## config.mk

```make
export PLATFORM = sky130hd
export DESIGN_NAME = move_commit
export DESIGN_NICKNAME = d
export VERILOG_FILES = /design/src/rtl/go_pkg.sv /design/src/rtl/move_history_buf.sv /design/src/rtl/move_commit.sv
export SDC_FILE = /design/constraint.sdc
export NUM_CORES = 1
export LEC_CHECK = 0
export CORE_ASPECT_RATIO = 1.2
export CORE_MARGIN = 2
export CORE_UTILIZATION = 35
export CTS_CLUSTER_DIAMETER = 200
export CTS_CLUSTER_SIZE = 8
export DETAILED_ROUTE_END_ITERATION = 6
export PLACE_DENSITY = 0.64
export SETUP_SLACK_MARGIN = 0.5
export SYNTH_ARGS = -nofsm -noshare
export SYNTH_HDL_FRONTEND = slang
export SYNTH_SLANG_ARGS = --single-unit
```

## constraint.sdc

```tcl
create_clock -name clk_in -period 6.8 [get_ports clk_in]
set_input_delay 0.68 -clock clk_in [delete_from_list [all_inputs] [get_ports clk_in]]
set_output_delay 0.68 -clock clk_in [all_outputs]
set_load 0.05 [all_outputs]
```

## src/rtl/go_pkg.sv

```systemverilog
// Shared Go-board types and constants for move_commit and the player input blocks.
package go_pkg;

    localparam int         BOARD_N   = 9;
    localparam logic [7:0] PASS_MOVE = 8'hFF;

    typedef enum logic [1:0] {
        EMPTY = 2'b00,
        BLACK = 2'b01,
        WHITE = 2'b10
    } cell_t;

    typedef enum logic [1:0] {
        ST_IDLE  = 2'b01,
        ST_CHECK = 2'b10
    } state_t;

    function automatic cell_t other_colour(input cell_t c);
        return (c == BLACK) ? WHITE : BLACK;
    endfunction

endpackage

```

## src/rtl/move_history_buf.sv

```systemverilog
// Circular buffer of accepted moves; read index 0 is the newest entry and
// slots never written since the last clear read as 8'h00.
module move_history_buf
    import go_pkg::*;
#(
    parameter int DEPTH = 16,
    localparam int AW   = $clog2(DEPTH)
) (
    input  logic          clk_in,
    input  logic          i_clear,
    input  logic          i_push,
    input  logic [7:0]    i_push_move,
    input  logic [AW-1:0] i_rd_idx,
    output logic [7:0]    o_rd_move
);

    logic [7:0]       r_mem [DEPTH];
    logic [DEPTH-1:0] r_valid;
    logic [AW-1:0]    r_wptr;
    logic [AW-1:0]    w_rd_addr;

    always_ff @(posedge clk_in) begin
        if (i_clear) begin
            r_valid <= '0;
            r_wptr  <= '0;
        end else if (i_push) begin
            r_valid[r_wptr] <= 1'b1;
            r_wptr          <= r_wptr + AW'(1);
        end
    end

    // Entry storage carries no reset; the valid bits mask stale contents.
    always_ff @(posedge clk_in) begin
        if (i_push && !i_clear) begin
            r_mem[r_wptr] <= i_push_move;
        end
    end

    assign w_rd_addr = r_wptr - AW'(1) - i_rd_idx;
    assign o_rd_move = r_valid[w_rd_addr] ? r_mem[w_rd_addr] : 8'h00;

endmodule

```

## src/rtl/move_commit.sv

```systemverilog
// Validates and commits player moves to the shared 9x9 board, tracks turn and
// end of game. Optional move history is enabled with the MOVE_HISTORY_EN macro.
module move_commit
    import go_pkg::*;
#(
    parameter int  BOARD_N    = go_pkg::BOARD_N,
    parameter int  HIST_DEPTH = 16,
    localparam int HIST_AW    = $clog2(HIST_DEPTH)
) (
    input  logic                                  clk_in,
    input  logic                                  reset,
    input  logic                                  new_game,
    input  logic                                  move_ready,
    input  logic [7:0]                            move_in,
    output logic [BOARD_N-1:0][BOARD_N-1:0][1:0]  board,
    output logic [1:0]                            turn,
    output logic                                  busy,
    output logic                                  commit_pulse,
    output logic                                  reject_pulse,
    output logic                                  game_over,
    output logic [7:0]                            move_count,
    output logic [7:0]                            last_move,
    input  logic [HIST_AW-1:0]                    hist_rd_idx,
    output logic [7:0]                            hist_rd_move
);

    localparam logic [3:0] N_LIM = 4'(BOARD_N);

    state_t                                r_state;
    logic [7:0]                            r_move;
    logic [BOARD_N-1:0][BOARD_N-1:0][1:0]  r_board;
    cell_t                                 r_turn;
    logic                                  r_pass_flag;
    logic                                  r_game_over;
    logic                                  r_commit;
    logic                                  r_reject;
    logic [7:0]                            r_count;
    logic [7:0]                            r_last;

    logic [3:0] w_row;
    logic [3:0] w_col;
    logic       w_is_pass;
    logic       w_in_range;
    logic [1:0] w_cell;
    logic       w_accept;
    logic       w_clear;

    assign w_clear = reset || new_game;

    always_comb begin
        w_row      = r_move[7:4];
        w_col      = r_move[3:0];
        w_is_pass  = (r_move == PASS_MOVE);
        w_in_range = (w_row < N_LIM) && (w_col < N_LIM);
        w_cell     = EMPTY;
        if (w_in_range) begin
            w_cell = r_board[w_row][w_col];
        end
        w_accept   = !r_game_over && (w_is_pass || (w_in_range && w_cell == EMPTY));
    end

    always_ff @(posedge clk_in) begin
        if (w_clear) begin
            r_state     <= ST_IDLE;
            r_board     <= '0;
            r_turn      <= BLACK;
            r_pass_flag <= 1'b0;
            r_game_over <= 1'b0;
            r_commit    <= 1'b0;
            r_reject    <= 1'b0;
            r_count     <= 8'h00;
            r_last      <= 8'h00;
        end else begin
            r_commit <= 1'b0;
            r_reject <= 1'b0;
            unique case (r_state)
                ST_IDLE: begin
                    if (move_ready) begin
                        r_move  <= move_in;
                        r_state <= ST_CHECK;
                    end
                end
                ST_CHECK: begin
                    // Any move_ready seen here is dropped, not queued.
                    r_state <= ST_IDLE;
                    if (w_accept) begin
                        r_commit <= 1'b1;
                        r_turn   <= other_colour(r_turn);
                        r_last   <= r_move;
                        if (r_count != 8'hFF) begin
                            r_count <= r_count + 8'h01;
                        end
                        if (w_is_pass) begin
                            if (r_pass_flag) begin
                                r_game_over <= 1'b1;
                            end else begin
                                r_pass_flag <= 1'b1;
                            end
                        end else begin
                            r_board[w_row][w_col] <= r_turn;
                            r_pass_flag           <= 1'b0;
                        end
                    end else begin
                        r_reject <= 1'b1;
                    end
                end
                default: r_state <= ST_IDLE;
            endcase
        end
    end

    assign board        = r_board;
    assign turn         = r_turn;
    assign busy         = (r_state == ST_CHECK);
    assign commit_pulse = r_commit;
    assign reject_pulse = r_reject;
    assign game_over    = r_game_over;
    assign move_count   = r_count;
    assign last_move    = r_last;

`ifdef MOVE_HISTORY_EN
    logic w_hist_push;

    assign w_hist_push = (r_state == ST_CHECK) && w_accept && !w_clear;

    move_history_buf #(
        .DEPTH (HIST_DEPTH)
    ) u_hist (
        .clk_in      (clk_in),
        .i_clear     (w_clear),
        .i_push      (w_hist_push),
        .i_push_move (r_move),
        .i_rd_idx    (hist_rd_idx),
        .o_rd_move   (hist_rd_move)
    );
`else
    logic w_unused_hist_idx;

    assign w_unused_hist_idx = ^hist_rd_idx;
    assign hist_rd_move      = 8'h00;
`endif

endmodule

```

==> flow_summary.ini <==
[setup_path]
worstPathRequired_ns = 7.14
start_kind = flip-flop
path_max_fanout = 25
end_kind = flip-flop
cp.arrival_ns = 3.97
crit_type = reg2reg

[route]
num_vias = 6860
first_iter_violations = 537
wl_per_cell_um = 19.4
firstDrtPassIters = 5
drc = 0
via_per_inst = 5.25
ant_nets = 0
routed_wl_um = 25300

[clocking]
clkLatencyLatePin_ns = 0.44
cts_max_level = 4
cts_num_sinks = 194
cts_made_buffers = 17
post_cts_buffers = 0
cts.clk_slew.worst_paths_ns = 0.07
cts_root_buf = clkbuf_16
cts_buffer_depth = 2
postCtsHoldBufs = 0
post_cts_resize_count = 0
cts_tree = built

[floorplanning]
start_util_pct = 35.4
fp.dieW_um = 139
io_pins = 208
rows = 59
die_h_um = 166
core_sq_um = 21600
dieArea_sq_um = 23000

[place]
pre_cts_slack_ns = 3.17
gp_congestion = 0.864
io_buffers = 195
dp_hpwl_um = 18000
dp_cells = 1274

[logic_synthesis]
avgSynthCellArea_sq_um = 9.00
synth_commonest_cells = dfxtp_1, nand2_1, o21ai_0, o21ai_1, nor2_1
netlist_instances = 848
yosysMostFrequentCell = dfxtp_1
yosys.area.top_type_share_pct = 48.8
ys_types = 69
yosys_warnings = 0
synth-edff-count = 8
synth-seq-area-share_pct = 51.9
syn_area_sq_um = 7630
ys.flop_type = dfxtp_1
ys_ff_latch = 194
ys_top_cells_by_area = dfxtp_1, nand2_1, o21ai_0
synth_top_cell_by_area = dfxtp_1
ys_async_sr_fraction_pct = 0

[pwr]
pwr-share-clk_pct = 43.9
seq_power_share_pct = 52.9
swShare_pct = 24.1
p_int_w = 0.00165
leakagePower_nw = 3.36
p_comb_share_pct = 3.2
p_sw_w = 0.000524
vdd_drop_max_uv = 184
power_density_nw_per_um2 = 213

[grt]
grt_overflow_total = 0
grt_pass1_vias = 6366
grt_max_degree = 104
use_met2_pct = 34.9
grt_usage_pct = 21.5
use_met1_pct = 27.7
grt_pass1_wl_um = 38300
antenna_found_initial = 0
busiest_layer = met2
use_met3_pct = 5.57

[status]
outcome = completed

[sta]
slew_headroom_pct = 25.8
worst_slew_pin_slew_ns = 1.10
fin_crit_sh_pct = 53.3
setup_violations = 0
skew_ns = 0.0132
layout_min_cycle_time_ns = 3.63
drv_slew = 0
timing.final.ws_setup_ns = 3.17
fin_setup_tns_ns = 0
grt_setup_unrepaired = no
hold_viol = 0
fmax_ghz = 0.276

[hold_path]
min_path_type = reg2reg

[final_layout]
utilization_pct = 47.4
drive_above_1_share_pct = 7.07
fin_nets = 1036
antennaDiodeCount = 0
instances_no_fill = 1306
syn_to_final_growth_pct = 33.9

[flow_run]
max_cap_viol_count = 0
## registers in the layout (all words and copies together), names as in the netlist
signal        flops
board           162
last_move         8
move_count        8
r_move            8
r_state           2
turn              2
commit_pulse      1
game_over         1
r_pass_flag       1
reject_pulse      1
## critical path, cell delays in order, from the launching register on
cell	delay, ns
edfxtp_1	0.73
buf_4	0.40
nand2_1	0.26
o311a_1	0.35
o311ai_0	0.10
and4_1	0.30
a41oi_2	0.29
nor2_8	0.37
nand4_4	0.43
o21ai_0	0.29
## kinds of logic (layout without fill, tap and decap cells)
family          after synthesis  count (layout)  synth area share (%)
other cells                   1               8                0.0491
simple gates                336             336                  21.3
compound gates              241             241                  19.2
mux                          13              13                  2.53
buf+inv                      62             239                  4.84
flops                       194             194                  51.9
fa+ha+maj                     1               1                 0.164
## placed cells by master, fill, tap and decap left out, drive strengths merged, types with 3 or more instances in the layout
cell type / n
a211oi: 7
edfxtp: 8
mux2i: 8
o32ai: 3
clkbuf: 18
clkinvlp: 3
clkdlybuf4s50: 195
conb: 8
nand2b: 5
nand2: 176
nor2b: 5
o21ai: 174
a41o: 6
nand3: 19
nor3b: 6
a31o: 3
a21oi: 11
dfxtp: 186
mux4: 5
o311a: 4
buf: 6
o311ai: 6
o22ai: 3
nand4: 10
a31oi: 5
nor3: 23
nor2: 68
and4: 3
inv: 11
and3: 7
or2: 4
clkinv: 6
## cell type report
type	instances	area [sq um]
Timing Repair Buffer	201	2000
Sequential cell	194	3960
Fill cell	2081	11300
Multi-Input combinational cell	599	3330
Tap cell	274	343
Clock inverter	14	120
Inverter	6	22.5
Clock buffer	18	439
## worst paths after layout
kind | startpoint | endpoint | slack [ns] | cells past startpoint
worst max-delay path | r_move[4] | board[79] | 3.17 | 9
worst min-delay path | r_state[1] | r_state[1] | 0.44 | 1
worst max register to register | r_move[4] | board[79] | 3.17 | 9
worst min register to register | r_state[1] | r_state[1] | 0.44 | 1
## metrics by stage
stage / hold WS, ns / area (sq um) / total power (W)
2_1_floorplan: 0.414 / 7660 / 0.00123
3_3_place_gp: 0.423 / 9660 / 0.00124
3_5_place_dp: 0.436 / 9660 / 0.00125
4_1_cts: 0.446 / 10200 / 0.00219
5_1_grt: 0.459 / 10200 / 0.00223
6_report: 0.441 / 10200 / 0.00217
## routing by layer
layer  wire, um  part of all wire [%]
met1      10900                    43
met2      11800                    47
met3       1850                   7.3
met4        776                   3.1
met5          0                     0
## power groups by stage
stage                     combinational (W)  clock (W)  sequential, W
after floorplan                   0.0000549          0        0.00117
after global placement            0.0000692          0        0.00118
after detailed placement          0.0000693          0        0.00118
after CTS                         0.0000695   0.000967        0.00115
after global routing              0.0000742    0.00101        0.00115
final                             0.0000695   0.000955        0.00115
Note: power is estimated with default switching activity, not from simulation.
